File: config.mk
export PLATFORM = sky130hd
export DESIGN_NAME = lsu_store_queue_fwd
export DESIGN_NICKNAME = d
export VERILOG_FILES = /design/src/rtl/lsu_pkg.sv /design/src/rtl/lsu_sq.sv /design/src/rtl/lsu_store_queue_fwd.sv
export SDC_FILE = /design/constraint.sdc
export NUM_CORES = 1
export LEC_CHECK = 0
export CORE_ASPECT_RATIO = 1.75
export CORE_MARGIN = 2
export CORE_UTILIZATION = 55
export CTS_CLUSTER_DIAMETER = 30
export DETAILED_ROUTE_END_ITERATION = 10
export PLACE_DENSITY = 0.8
export REMOVE_ABC_BUFFERS = 1
export SYNTH_ARGS = -nofsm -noshare
export SYNTH_HDL_FRONTEND = slang
export SYNTH_HIERARCHICAL = 1
export SYNTH_SLANG_ARGS = --single-unit
File: constraint.sdc
create_clock -name clk -period 11.5 [get_ports clk]
set_input_delay 1.15 -clock clk [delete_from_list [all_inputs] [get_ports clk]]
set_output_delay 1.15 -clock clk [all_outputs]
set_load 0.02 [all_outputs]
File: src/rtl/lsu_pkg.sv
// Shared types and helpers for the MEM-stage load/store unit with store-queue forwarding.
package lsu_pkg;

  // Instruction codes as used by the decode stage (instr_defines.vh)
  localparam logic [5:0] INSTR_LB  = 6'd1;
  localparam logic [5:0] INSTR_LH  = 6'd2;
  localparam logic [5:0] INSTR_LW  = 6'd3;
  localparam logic [5:0] INSTR_LBU = 6'd4;
  localparam logic [5:0] INSTR_LHU = 6'd5;
  localparam logic [5:0] INSTR_SB  = 6'd6;
  localparam logic [5:0] INSTR_SH  = 6'd7;
  localparam logic [5:0] INSTR_SW  = 6'd8;

  localparam int unsigned DATA_W = 32;
  localparam int unsigned LANES  = 4;

  typedef enum logic [2:0] {
    L_IDLE = 3'd0,
    L_REQ  = 3'd1,
    L_WAIT = 3'd2,
    L_DONE = 3'd3,
    L_HOLD = 3'd4
  } lstate_e;

  // Low two bits double as the access size
  typedef enum logic [2:0] {
    LT_LB  = 3'b000,
    LT_LH  = 3'b001,
    LT_LW  = 3'b010,
    LT_LBU = 3'b100,
    LT_LHU = 3'b101
  } ld_type_e;

  typedef enum logic [1:0] {
    SZ_B = 2'b00,
    SZ_H = 2'b01,
    SZ_W = 2'b10
  } size_e;

  function automatic logic [LANES-1:0] be_for(input size_e sz, input logic [1:0] off);
    case (sz)
      SZ_B:    be_for = 4'(4'b0001 << off);
      SZ_H:    be_for = 4'(4'b0011 << off);
      default: be_for = 4'b1111;
    endcase
  endfunction

  function automatic logic [DATA_W-1:0] lane_shift(input size_e sz, input logic [DATA_W-1:0] data);
    case (sz)
      SZ_B:    lane_shift = {4{data[7:0]}};
      SZ_H:    lane_shift = {2{data[15:0]}};
      default: lane_shift = data;
    endcase
  endfunction

endpackage

File: src/rtl/lsu_sq.sv
// Circular store queue with per-lane youngest-match forwarding lookup.
module lsu_sq
  import lsu_pkg::*;
#(
  parameter int unsigned DEPTH  = 4,
  parameter int unsigned ADDR_W = 32
) (
  input  logic              clk,
  input  logic              rst,
  input  logic              push,
  input  logic [ADDR_W-3:0] push_word,
  input  logic [DATA_W-1:0] push_data,
  input  logic [LANES-1:0]  push_be,
  input  logic              pop_ready,
  output logic              full,
  output logic              empty,
  output logic [ADDR_W-3:0] head_word,
  output logic [DATA_W-1:0] head_data,
  output logic [LANES-1:0]  head_be,
  input  logic [ADDR_W-3:0] look_word,
  output logic [LANES-1:0]  fwd_hit,
  output logic [DATA_W-1:0] fwd_data,
  output logic              any_match
);

  localparam int unsigned IDX_W  = $clog2(DEPTH);
  localparam int unsigned PTR_W  = IDX_W + 1;
  localparam int unsigned WORD_W = ADDR_W - 2;

  logic [WORD_W-1:0] word_q [DEPTH];
  logic [DATA_W-1:0] data_q [DEPTH];
  logic [LANES-1:0]  be_q   [DEPTH];
  logic [PTR_W-1:0]  head_q;
  logic [PTR_W-1:0]  tail_q;
  logic [PTR_W-1:0]  count;
  logic [IDX_W-1:0]  idx;
  logic              push_ok;
  logic              pop;

  assign count   = tail_q - head_q;
  assign empty   = (head_q == tail_q);
  assign full    = (head_q[IDX_W-1:0] == tail_q[IDX_W-1:0]) &&
                   (head_q[PTR_W-1] != tail_q[PTR_W-1]);
  assign push_ok = push && !full;
  assign pop     = pop_ready && !empty;

  assign head_word = word_q[head_q[IDX_W-1:0]];
  assign head_data = data_q[head_q[IDX_W-1:0]];
  assign head_be   = be_q[head_q[IDX_W-1:0]];

  always_ff @(posedge clk) begin
    if (rst) begin
      head_q <= '0;
      tail_q <= '0;
    end else begin
      if (push_ok) begin
        word_q[tail_q[IDX_W-1:0]] <= push_word;
        data_q[tail_q[IDX_W-1:0]] <= push_data;
        be_q[tail_q[IDX_W-1:0]]   <= push_be;
        tail_q <= tail_q + PTR_W'(1);
      end
      if (pop) begin
        head_q <= head_q + PTR_W'(1);
      end
    end
  end

  // Walk oldest to youngest so the youngest match per lane wins
  always_comb begin
    fwd_hit   = '0;
    fwd_data  = '0;
    any_match = 1'b0;
    idx       = '0;
    for (int unsigned i = 0; i < DEPTH; i++) begin
      idx = head_q[IDX_W-1:0] + IDX_W'(i);
      if ((PTR_W'(i) < count) && (word_q[idx] == look_word)) begin
        any_match = 1'b1;
        for (int unsigned l = 0; l < LANES; l++) begin
          if (be_q[idx][l]) begin
            fwd_hit[l]          = 1'b1;
            fwd_data[8*l +: 8]  = data_q[idx][8*l +: 8];
          end
        end
      end
    end
  end

endmodule

File: src/rtl/lsu_store_queue_fwd.sv
// MEM-stage load/store unit: decode, alignment check, store enqueue, load FSM with
// store-queue forwarding and memory fallback, load extension.
module lsu_store_queue_fwd
  import lsu_pkg::*;
#(
  parameter int unsigned SQ_DEPTH = 4,
  parameter int unsigned ADDR_W   = 32
) (
  input  logic              clk,
  input  logic              rst,
  input  logic              valid_in,
  input  logic              cache_stall,
  input  logic [5:0]        instr_id,
  input  logic [ADDR_W-1:0] mem_addr,
  input  logic [31:0]       rs2_value,
  output logic              lsu_busy,
  output logic              misalign_fault,
  output logic              load_done,
  output logic [31:0]       load_data,
  output logic              sq_empty,
  output logic              wr_valid,
  input  logic              wr_ready,
  output logic [ADDR_W-1:0] wr_addr,
  output logic [31:0]       wr_data,
  output logic [3:0]        wr_byte_en,
  output logic              rd_valid,
  input  logic              rd_ready,
  output logic [ADDR_W-1:0] rd_addr,
  input  logic              rd_data_valid,
  input  logic [31:0]       rd_data
);

  localparam int unsigned WORD_W = ADDR_W - 2;

  lstate_e           state_q;
  lstate_e           state_d;
  logic              is_load;
  logic              is_store;
  size_e             sz;
  ld_type_e          ld_type;
  logic              misalign;
  logic              accept;
  logic              store_go;
  logic              load_go;
  logic              sq_full;
  logic [WORD_W-1:0] head_word;
  logic [WORD_W-1:0] look_word;
  logic [3:0]        fwd_hit;
  logic [31:0]       fwd_data;
  logic              any_match;
  logic [3:0]        req_be;
  logic [3:0]        hit_req;
  logic [ADDR_W-1:0] lat_addr_q;
  ld_type_e          lat_type_q;
  logic [31:0]       load_data_q;
  logic [31:0]       load_data_d;
  logic              load_done_q;
  logic              rd_valid_q;
  logic              misalign_q;

  function automatic logic [31:0] load_extend(input logic [31:0] word, input ld_type_e t,
                                              input logic [1:0] off);
    logic [31:0] sh;
    sh = word >> {off, 3'b000};
    case (t)
      LT_LB:   load_extend = {{24{sh[7]}}, sh[7:0]};
      LT_LH:   load_extend = {{16{sh[15]}}, sh[15:0]};
      LT_LBU:  load_extend = {24'h0, sh[7:0]};
      LT_LHU:  load_extend = {16'h0, sh[15:0]};
      default: load_extend = word;
    endcase
  endfunction

  // Instruction decode
  always_comb begin
    is_load  = 1'b0;
    is_store = 1'b0;
    sz       = SZ_W;
    ld_type  = LT_LW;
    case (instr_id)
      INSTR_LB:  begin is_load = 1'b1;  sz = SZ_B; ld_type = LT_LB;  end
      INSTR_LH:  begin is_load = 1'b1;  sz = SZ_H; ld_type = LT_LH;  end
      INSTR_LW:  begin is_load = 1'b1;  sz = SZ_W; ld_type = LT_LW;  end
      INSTR_LBU: begin is_load = 1'b1;  sz = SZ_B; ld_type = LT_LBU; end
      INSTR_LHU: begin is_load = 1'b1;  sz = SZ_H; ld_type = LT_LHU; end
      INSTR_SB:  begin is_store = 1'b1; sz = SZ_B; end
      INSTR_SH:  begin is_store = 1'b1; sz = SZ_H; end
      INSTR_SW:  begin is_store = 1'b1; sz = SZ_W; end
      default:   ;
    endcase
  end

  assign misalign = ((sz == SZ_H) && mem_addr[0]) ||
                    ((sz == SZ_W) && (mem_addr[1:0] != 2'b00));
  assign lsu_busy = (state_q != L_IDLE) || (valid_in && is_store && sq_full);
  assign accept   = valid_in && !cache_stall && !lsu_busy && (is_load || is_store);
  assign store_go = accept && is_store && !misalign;
  assign load_go  = accept && is_load && !misalign;

  // Latched address drives the lookup while a load is in flight
  assign look_word = (state_q == L_IDLE) ? mem_addr[ADDR_W-1:2] : lat_addr_q[ADDR_W-1:2];
  assign req_be    = be_for(sz, mem_addr[1:0]);
  assign hit_req   = fwd_hit & req_be;

  lsu_sq #(
    .DEPTH  (SQ_DEPTH),
    .ADDR_W (ADDR_W)
  ) u_sq (
    .clk       (clk),
    .rst       (rst),
    .push      (store_go),
    .push_word (mem_addr[ADDR_W-1:2]),
    .push_data (lane_shift(sz, rs2_value)),
    .push_be   (be_for(sz, mem_addr[1:0])),
    .pop_ready (wr_ready),
    .full      (sq_full),
    .empty     (sq_empty),
    .head_word (head_word),
    .head_data (wr_data),
    .head_be   (wr_byte_en),
    .look_word (look_word),
    .fwd_hit   (fwd_hit),
    .fwd_data  (fwd_data),
    .any_match (any_match)
  );

  assign wr_valid = !sq_empty;
  assign wr_addr  = {head_word, 2'b00};

  // Load FSM next state and load result
  always_comb begin
    state_d     = state_q;
    load_data_d = load_data_q;
    case (state_q)
      L_IDLE: begin
        if (load_go) begin
          if (hit_req == req_be) begin
            state_d     = L_DONE;
            load_data_d = load_extend(fwd_data, ld_type, mem_addr[1:0]);
          end else if (hit_req == 4'b0000) begin
            state_d = L_REQ;
          end else begin
            state_d = L_HOLD;
          end
        end
      end
      L_HOLD: if (!any_match) state_d = L_REQ;
      L_REQ:  if (rd_ready) state_d = L_WAIT;
      L_WAIT: begin
        if (rd_data_valid) begin
          state_d     = L_DONE;
          load_data_d = load_extend(rd_data, lat_type_q, lat_addr_q[1:0]);
        end
      end
      L_DONE:  state_d = L_IDLE;
      default: state_d = L_IDLE;
    endcase
  end

  always_ff @(posedge clk) begin
    if (rst) begin
      state_q     <= L_IDLE;
      lat_addr_q  <= '0;
      lat_type_q  <= LT_LW;
      load_data_q <= '0;
      load_done_q <= 1'b0;
      rd_valid_q  <= 1'b0;
      misalign_q  <= 1'b0;
    end else begin
      state_q     <= state_d;
      load_data_q <= load_data_d;
      load_done_q <= (state_d == L_DONE);
      rd_valid_q  <= (state_d == L_REQ);
      misalign_q  <= accept && misalign;
      if (load_go) begin
        lat_addr_q <= mem_addr;
        lat_type_q <= ld_type;
      end
    end
  end

  assign load_done      = load_done_q;
  assign load_data      = load_data_q;
  assign rd_valid       = rd_valid_q;
  assign rd_addr        = {lat_addr_q[ADDR_W-1:2], 2'b00};
  assign misalign_fault = misalign_q;

endmodule

# Word-level counts from Yosys, hierarchy flattened
# Memories as Yosys holds them, arrays and structs flattened. A register that Yosys moved wholly into a read port is not among the register bits.
# Index checks and enable logic that the tools add are counted.
dict set report op_classes {
  mux 73
  bitwise 1
  addsub 6
  eq_ne 32
  n_lt_le_gt_ge 4
  n_shift 4
  n_div 0
  mul 0
  n_reduce_logical 40
}
# op count
set ops {}
lappend ops {{one-hot mux 32 bit (4 select lines)} 2}
lappend ops {{2-to-1 mux 32 bit} 7}
lappend ops {{2-to-1 mux 8 bit} 16}
lappend ops {{one-hot mux 32 bit (2 select lines)} 2}
lappend ops {{equality test 30 bit} 4}
lappend ops {{right shift 32 x 5 -> 16 bit} 2}
lappend ops {{2-to-1 mux 30 bit} 1}
lappend ops {{2-to-1 mux 1 bit} 25}
lappend ops {{equality test 6 x 3 -> 1 bit (second input constant)} 4}
lappend ops {{one-hot mux 3 bit (4 select lines)} 2}
lappend ops {{logical AND 1 bit} 19}
lappend ops {{2-to-1 mux 3 bit} 6}
lappend ops {{2-to-1 mux 4 bit} 4}
lappend ops {{equality test 3 bit (second input constant)} 5}
lappend ops {{equality test 3 x 1 -> 1 bit (second input constant)} 4}
lappend ops {{equality test 6 x 2 -> 1 bit (second input constant)} 2}
lappend ops {{2-to-1 mux 2 bit} 6}
lappend ops {{zero test 3 bit} 3}
lappend ops {{OR reduction 3 bit} 3}
lappend ops {{one-hot mux 4 bit (2 select lines)} 1}
lappend ops {{adder 3 x 1 -> 3 bit (second input constant)} 2}
lappend ops {{equality test 3 x 2 -> 1 bit (second input constant)} 2}
lappend ops {{equality test 6 x 1 -> 1 bit (second input constant)} 1}
lappend ops {{equality test 6 x 4 -> 1 bit (second input constant)} 1}
lappend ops {{other kinds (25)} 36}
dict set report word_totals {
  n_memories 3
  in_bits 109
  rom_bits 0
  ramBits 264
  latchBits 0
  register_bits 79
  out_inout_bits 138
}
# name words word_bits read_ports rd_clocked_by_memory_dff wr line
set mem_list {}
lappend mem_list {u_sq.data_q 4 32 4 1 1 lsu_sq.sv:31} ;# logic [DATA_W-1:0] data_q [DEPTH];
lappend mem_list {u_sq.word_q 4 30 4 1 1 lsu_sq.sv:30} ;# logic [WORD_W-1:0] word_q [DEPTH];
lappend mem_list {u_sq.be_q 4 4 4 1 1 lsu_sq.sv:32} ;# logic [LANES-1:0] be_q [DEPTH];

# Depth between registers and ports, before layout
# Gate-level depths: netlist (run 1).
dict set report depth {
  depth_word 18
  depth_mapped 23
  ltp_nobuf 17
}

# Cells and area by module
# The synthesis (run 1) kept the hierarchy.
# module area_per_inst_um2 n_inst cells_each
set modules_own_cells {}
lappend modules_own_cells {lsu_sq 18096.1 1 1156}
lappend modules_own_cells {lsu_store_queue_fwd 5544.1 1 782}

# Least setup slack after synthesis (run 1)
# No wires, ideal clock.
dict set report synth_path {
  path_type {register to register}
  from {register u_sq.head_q[1]}
  to {memory u_sq.be_q[3][0] (enable)}
  t_arrival_ps 7664
  path_stages_with_launch 15
  slack_ps 3265
  path_buffers 5
  setup_ps 571
  synth_period_minus_slack_ps 8235
  path_cell_list {dfxtp_1 -> clkbuf_1 -> buf_2 -> buf_1 -> clkbuf_1 -> buf_1 -> inv_1 -> ha_1 -> nand2_1 -> nor2_1 -> o21bai_1 -> nand2_1 -> nor3b_1 -> o21ai_1 -> nor3_1}
}
dict set report synth_between {
  elab_chain_cells 13
  elab_cells_between_ends 14
}
# element line
set synth_lines {}
lappend synth_lines {{start: declaration} lsu_sq.sv:33} ;# logic [PTR_W-1:0] head_q;
lappend synth_lines {{start signal: assignment} lsu_sq.sv:63} ;# head_q <= head_q + PTR_W'(1);
lappend synth_lines {{equality test 2 bit} lsu_sq.sv:42} ;# assign full = (head_q[IDX_W-1:0] == tail_q[IDX_W-1:0]) &&
lappend synth_lines {{logical AND 1 bit} lsu_sq.sv:42}
lappend synth_lines {{named net sq_full} lsu_store_queue_fwd.sv:45} ;# logic sq_full;
lappend synth_lines {{logical AND 1 bit} lsu_store_queue_fwd.sv:95} ;# assign lsu_busy = (state_q != L_IDLE) || (valid_in && is_store && sq_full);
lappend synth_lines {{logical OR 1 bit} lsu_store_queue_fwd.sv:95}
lappend synth_lines {{zero test 1 bit} lsu_store_queue_fwd.sv:96} ;# assign accept = valid_in && !cache_stall && !lsu_busy && (is_load || is_store);
lappend synth_lines {{logical AND 1 bit (2 in a row)} lsu_store_queue_fwd.sv:96}
lappend synth_lines {{logical AND 1 bit (2 in a row)} lsu_store_queue_fwd.sv:97} ;# assign store_go = accept && is_store && !misalign;
lappend synth_lines {{named net store_go} lsu_store_queue_fwd.sv:43} ;# logic store_go;
lappend synth_lines {{logical AND 1 bit} lsu_sq.sv:44} ;# assign push_ok = push && !full;
lappend synth_lines {{2-to-1 mux 1 bit} lsu_sq.sv:56} ;# if (push_ok) begin
lappend synth_lines {{2-to-1 mux 1 bit} lsu_sq.sv:52} ;# if (rst) begin
lappend synth_lines {{2-to-1 mux 1 bit (implied by the code)} lsu_sq.sv:59} ;# be_q[tail_q[IDX_W-1:0]] <= push_be;
lappend synth_lines {{end: declaration} lsu_sq.sv:32}
# The timed path passes the listed nets, and every way through them passes these cells.

# Worst setup path in the final report (run 1)
dict set report layout_path {
  from {register u_sq.head_q[1]}
  to {register load_data_q[5], in the netlist load_data[5]}
}
dict set report layout_between {
  elab_cells_between_ends 69
}
# element line
set layout_lines {}
lappend layout_lines {{subtractor 3 bit} lsu_sq.sv:40} ;# assign count = tail_q - head_q;
lappend layout_lines {{less-than comparator 1 x 3 -> 1 bit} lsu_sq.sv:76} ;# if ((PTR_W'(i) < count) && (word_q[idx] == look_word)) begin
lappend layout_lines {{logical AND 1 bit} lsu_sq.sv:76}
lappend layout_lines {{2-to-1 mux 4 bit} lsu_sq.sv:76}
lappend layout_lines {{2-to-1 mux 1 bit} lsu_sq.sv:79} ;# if (be_q[idx][l]) begin
lappend layout_lines {{2-to-1 mux 4 bit} lsu_sq.sv:76}
lappend layout_lines {{2-to-1 mux 1 bit} lsu_sq.sv:79}
lappend layout_lines {{2-to-1 mux 4 bit} lsu_sq.sv:76}
lappend layout_lines {{2-to-1 mux 1 bit} lsu_sq.sv:79}
lappend layout_lines {{2-to-1 mux 4 bit *} lsu_sq.sv:76}
lappend layout_lines {{named net fwd_hit[2]} lsu_store_queue_fwd.sv:48} ;# logic [3:0] fwd_hit;
lappend layout_lines {{bitwise AND 4 bit *} lsu_store_queue_fwd.sv:103} ;# assign hit_req = fwd_hit & req_be;
lappend layout_lines {{equality test 4 bit *} lsu_store_queue_fwd.sv:137} ;# if (hit_req == req_be) begin
lappend layout_lines {{inequality test 2 x 1 -> 1 bit (no line) *} --}
lappend layout_lines {{AND reduction 4 bit (no line) *} --}
lappend layout_lines {{end signal: assignment} lsu_store_queue_fwd.sv:171} ;# load_data_q <= load_data_d;
lappend layout_lines {{end: declaration} lsu_store_queue_fwd.sv:55} ;# logic [31:0] load_data_q;
# Mark *: on every way through the listed nets, which the timed path passes. The rest lies on a longest branch. The select of a mux whose other input is x is not followed.
# A chain may end at the register's enable or synchronous reset.

==> results of run 1 <==
layout make-up:
class / count / area (um^2)
clock buffers: 53 / 1270
clock inverters: 41 / 450
flip-flops and latches: 345 / 9560
inverters: 15 / 56.3
fillers: 3119 / 14900
multi-input cells: 1375 / 13000
well taps: 561 / 702
repair buffers: 276 / 2670
Yosys cell counts, drive strengths merged (16+ instances only):
master / count / share of area, %
buf: 129 / 3.5
or3: 31 / 0.82
clkbuf: 77 / 1.2
edfxtp: 264 / 34
a22oi: 26 / 0.83
nand4: 48 / 1.3
dfxtp: 81 / 6.9
mux4: 245 / 23
xor2: 32 / 1.2
nor2: 76 / 1.2
a21oi: 111 / 2.4
o21ai: 52 / 1.1
nor3: 24 / 0.51
mux2i: 116 / 4.9
o211ai: 16 / 0.51
nand2: 261 / 4.1
mux2: 37 / 1.8
nand3: 21 / 0.44
xnor2: 87 / 3.2
placed cells by master, fill, tap and decap left out, types with 16 or more instances in the layout:
master / count
xor2_1: 31
clkdlybuf4s50_1: 241
nand2_1: 261
xnor2_1: 87
clkbuf_16: 50
o211ai_1: 16
mux2i_1: 116
nand3_1: 21
or3_1: 31
a21oi_1: 109
nand4_1: 47
a22oi_1: 26
nor3_1: 22
dfxtp_1: 77
nor2_1: 73
mux4_2: 243
mux2_2: 37
buf_4: 34
o21ai_0: 38
edfxtp_1: 264
worst max path at each step:
stage	from	end	slack, ns
4_1_cts	u_sq/head_q[0]	load_data[5]	4.51
2_1_floorplan	u_sq/head_q[0]	load_data[0]	-5.43
5_1_grt	u_sq/head_q[0]	load_data[0]	4.06
3_3_place_gp	u_sq/head_q[1]	load_data[0]	4.75
3_5_place_dp	u_sq/head_q[1]	load_data[5]	4.56
6_report	u_sq/head_q[1]	load_data[5]	4.43
sequential cells by signal (all words and copies together) (netlist names), 16 cells and up, named ones only:
name / flops
u_sq/word_q: 120
u_sq/data_q: 128
u_sq/be_q: 16
load_data: 32
lat_addr_q: 32
where the power goes:
| group | switching (mW) | internal [mW] |
|---|---|---|
| registers | 0.000670 | 1.34 |
| clock network | 0.636 | 0.922 |
| logic | 0.105 | 0.0701 |
| total | 0.742 | 2.33 |
critical path, stage by stage (launching register included):
cell       delay (ns)
dfxtp_4          0.82
ha_4             0.69
buf_4            0.88
mux4_2           0.63
xnor2_1          0.17
o2111ai_1        0.26
or4_4            0.66
nand4b_1         0.67
nand3_1          0.52
nand2b_1         0.16
a221o_1          0.15
a21oi_2          0.10
o41ai_4          0.35
buf_4            0.41
and4_1           0.27
nor3_1           0.05
cell families (layout without fill, tap and decap cells):
logic type                 Yosys count  in the layout  share of synthesized area [%]
DFF                                345            345                           40.4
adders and majority gates            8              8                          0.455
other                                1              4                         0.0159
muxes                              398            398                           30.0
AOI/OAI and AO/OA                  305            305                           8.53
and+or+nand+nor                    540            540                           11.0
xor gates and xnor gates           120            120                           4.54
buffers and inverters              221            385                           5.02
layer usage:
metal	GRT usage (%)	wire length, um	up-vias
met5	0	9	-
met3	4.92	5170	349
met2	61.4	40200	1161
met1	33.8	23000	9085
li1	-	-	7808
met4	27.6	7330	2
metrics by stage:
| step | std cells | cell area [um^2] | utilization (%) | total power, mW | worst slack [ns] |
|---|---|---|---|---|---|
| 2_1_floorplan | 1735 | 22500 | - | 1.44 | -5.43 |
| 3_3_place_gp | 2572 | 26000 | 61.0 | 1.53 | 4.75 |
| 3_5_place_dp | 2572 | 26000 | 61.0 | 1.54 | 4.56 |
| 4_1_cts | 2666 | 27700 | 65.1 | 3.08 | 4.51 |
| 5_1_grt | 2666 | 27700 | 65.1 | 3.14 | 4.06 |
| 6_report | 2666 | 27700 | 65.1 | 3.07 | 4.43 |
==> results.toml, run 1 <==
[cells_and_area]
drive_above_1_share_pct = 21.0
diodes = 0
nets = 2180
syn_to_final_growth_pct = 17.1

[power]
power_density_nw_per_um2 = 111
peakVddDrop_mv = 0.126
p_leak_nw = 8.58

[clock_network]
cts_resized = 0
cts_buffers = 50
htreeDepth = 2
cts_root_buf = "clkbuf_16"
clock_path_buffers = 3
cts_setup_buffers = 0
clk_pin_slew_ns = 0.06
cts_num_sinks = 345
cts_hold_buf = 0
clk-insertion-delay-late_ns = 0.60
cts_tree = "yes"

[synthesis]
yosys_most_used_dff = "edfxtp_1"
synth_edf_count = 264
yosys_warnings = 6
ys_seq_elements = 345
synth_cells = 1938
avgSynthCellArea_um2 = 12.2
synth-async-reset-ratio_pct = 0
synth_area_um2 = 23600
ys_seq_area_share_pct = 40.4
synth_cell_types = 85

[worst_setup_path]
rr_worst_depth = 15
endpoint_kind = "flop"
r2r_start = "u_sq/head_q[1]"
cp.required_ns = 11.95
reg2reg_setup_slack_ns = 4.43
startpoint_type = "flop"
critPathKind = "reg2reg"
critPathArrivalTime_ns = 7.52
r2r-end = "load_data[5]"
path_max_fanout = 63

[sta]
fin_tns_setup_ns = 0
worst_pin_slew_ns = 1.27
relSlewSlack_pct = 14.8
timing.final.crit_share_pct = 61.4
skew_ns = 0.0234
hold_ws_ns = 0.467
fmax_ghz = 0.142
rsz0062_at_grt = "false"
hold_violations = 0
finalSetupViolCount = 0
maxSlewViolCount = 0
fin_crit_ns = 7.07

[drt]
dr_total_vias = 18405
ant_nets = 0
initialDrtViolationCount = 1889
vias_per_cell = 6.90
wl_per_cell_um = 28.4
finalWirelength_um = 75700
drc_errors = 0
first_pass_iters = 6

[die]
core_area_um2 = 42500
dieArea_um2 = 44700
placementRows = 100
io-pin-count = 247
initial_core_util_pct = 55.6
die_y_um = 278
dieWidth_um = 161

[min_path]
hold_path_end = "lat_addr_q[24]"
min_path_type = "reg2reg"
hp-start = "lat_addr_q[24]"
min_path_cells = 2

[status]
status = "complete, no violations"

[global_route]
track_usage_pct = 33.8
gr-total-overflow = 0
grt_max_degree = 71
grt_pass1_wl_um = 114000
grt_pass1_vias = 18716
antenna_found_initial = 1

[placed_design]
numPortBuffers = 242
place_congestion = 0.990
dp_hpwl_um = 54800

[flow_run]
drv_cap = 0
Power figures use the tool's default switching activity.
==> run 2, diff against run 1 <==
- CORE_UTILIZATION: 55 -> 53
- clock period: 11.5 -> 6 ns (I/O delays scaled with it)
==> run 2 against run 1 <==
Net effect: final cell count grew 1.6%; non-clock buffer count grew 31; via count shrank 0.40%; count of clock-buffer cells in the layout grew 3; largest power group unchanged.
==> results.toml, run 2 (synthesis results as in run 1) <==
[status]
status = "complete, no violations"

[clock_network]
cts_setup_buffers = 0
cts_num_sinks = 345
cts_hold_buf = 0
cts_tree = "yes"
clk_pin_slew_ns = 0.06
cts_root_buf = "clkbuf_16"
cts_resized = 0
clock_path_buffers = 3
clk-insertion-delay-late_ns = 0.58
htreeDepth = 2
cts_buffers = 50

[min_path]
min_path_type = "reg2reg"
hold_path_end = "lat_addr_q[15]"
hp-start = "lat_addr_q[15]"
min_path_cells = 2

[worst_setup_path]
critPathArrivalTime_ns = 6.01
endpoint_kind = "flop"
crit_buf_inv = 2
cpPeakStageDelay_ns = 0.66
crit_family = "simple AND/OR/NAND/NOR gates"
startpoint_type = "flop"
r2r_start = "u_sq/head_q[1]"
rr_worst_depth = 17
cpMaxStageDelayCell = "or3b_1"
reg2reg_setup_slack_ns = 0.43
r2r-end = "load_data[11]"
path_max_fanout = 29
critPathKind = "reg2reg"
cp.required_ns = 6.44
crit_chain = "ha_4 -> buf_12 -> buf_4 -> mux2i_1 -> nor3_1 -> a2111oi_0 -> nand3_1 -> or4_4 -> or3b_1 -> mux2i_1 -> a22oi_1 -> mux2i_1 -> mux2i_1 -> a31oi_1 -> o21ai_0 -> nand4_1 -> a21oi_1"
critical_path.most_common_cell = "mux2i_1"

[cells_and_area]
nets = 2211
syn_to_final_growth_pct = 18.7
fillers = 3419
final_common_cell = "edfxtp_1"
mostFrequentLayoutCells = "edfxtp_1, nand2_1, mux4_2"
largest_reg_flops = 128
drive_above_1_share_pct = 22.0
layout.cells.non_filler = 2709
fin_util_pct = 63.5

[drt]
dr_total_vias = 18331
wl_per_cell_um = 28.5
ant_nets = 0
vias_per_cell = 6.77
finalWirelength_um = 77100
first_pass_iters = 7
initialDrtViolationCount = 1624
drc_errors = 0

[die]
initial_core_util_pct = 53.5
die_y_um = 283
io-pin-count = 247
dieArea_um2 = 46400
dieWidth_um = 164
core_area_um2 = 44200
placementRows = 102

[power]
swShare_pct = 24.7
peakVddDrop_mv = 0.236
power_density_nw_per_um2 = 210
p_int_mw = 4.43
p_seq_share_pct = 43.7
p_sw_mw = 1.45
p_leak_nw = 8.79
pwr-share-comb_pct = 5.7
p_clk_share_pct = 50.5

[sta]
skew_ns = 0.0284
rsz0062_at_grt = "false"
fmax_ghz = 0.180
finalSetupViolCount = 0
hold_violations = 0
maxSlewViolCount = 0
fin_crit_ns = 5.57
worst_pin_slew_ns = 1.26
relSlewSlack_pct = 16.1
timing.final.crit_share_pct = 92.8

[placed_design]
numPortBuffers = 242
dp_cells = 2614
dp_hpwl_um = 54900
place_congestion = 0.983

[flow_run]
drv_cap = 0

[global_route]
grt_pass1_wl_um = 114000
gr-total-overflow = 0
grt_max_degree = 123
grt_pass1_vias = 18687
track_usage_pct = 33.1
antenna_found_initial = 1
-- run 2: how the worst max path moves through the flow --
| stage | start | to | cells after the start |
|---|---|---|---|
| global placement | mem_addr[21] | load_data[14] | 16 |
| CTS | u_sq/head_q[1] | load_data[11] | 14 |
| finish | u_sq/head_q[1] | load_data[11] | 17 |
| floorplan | u_sq/head_q[0] | load_data[0] | 14 |
| detailed placement | mem_addr[21] | load_data[11] | 16 |
| global route | u_sq/head_q[1] | load_data[11] | 14 |
-- run 2: final cells by class --
cell class	instances	area, um^2	area share, %
multi-input combinational	1375	13000	46.2
clock buffer	56	1290	4.61
timing repair buffer	307	3010	10.7
sequential	345	9560	34.1
antenna	1	2.50	0.00892
tap	572	716	2.55
clock inverter	38	447	1.59
inverter	15	56.3	0.201
-- run 2: tightest hold or removal path, stage by stage (launching register included) --
cell     delay [ns]
dfxtp_1        0.32
nand2_1        0.05
a21oi_1        0.05
-- run 2: routing by layer --
| layer | global-route usage [%] | part of all wire [%] | wire length (um) | vias up |
|---|---|---|---|---|
| li1 | - | - | - | 7875 |
| met1 | 33.0 | 30 | 23200 | 9023 |
| met2 | 58.1 | 52 | 40400 | 1077 |
| met3 | 5.89 | 7.4 | 5710 | 356 |
| met4 | 28.7 | 10 | 7840 | 0 |
| met5 | 0 | 0 | 0 | - |
-- run 2: stage by stage --
| stage | total power, mW | setup slack (ns) | area [um^2] | hold slack, ns | TNS [ns] |
|---|---|---|---|---|---|
| after floorplan | 2.76 | -10.93 | 22500 | 0.440 | -1838.50 |
| after global placement | 2.94 | 0.622 | 26300 | 0.456 | 0 |
| after detailed placement | 2.95 | 0.500 | 26300 | 0.460 | 0 |
| after CTS | 5.91 | 0.466 | 28000 | 0.472 | 0 |
| after global routing | 6.02 | 0.114 | 28000 | 0.489 | 0 |
| final | 5.88 | 0.434 | 28100 | 0.469 | 0 |
-- run 2: power groups by stage --
stage	Combinational, mW	Sequential [mW]	Clock [mW]
after global placement	0.322	2.62	0
after CTS	0.330	2.57	3.01
after floorplan	0.136	2.63	0
final	0.338	2.57	2.97
after global routing	0.354	2.57	3.10
after detailed placement	0.326	2.62	0
==> run 3, diff against run 2 <==
- HOLD_SLACK_MARGIN: unset -> 0.1
==> results of run 3 <==
The final DEF is identical to that of run 2; final timing and power are the same.
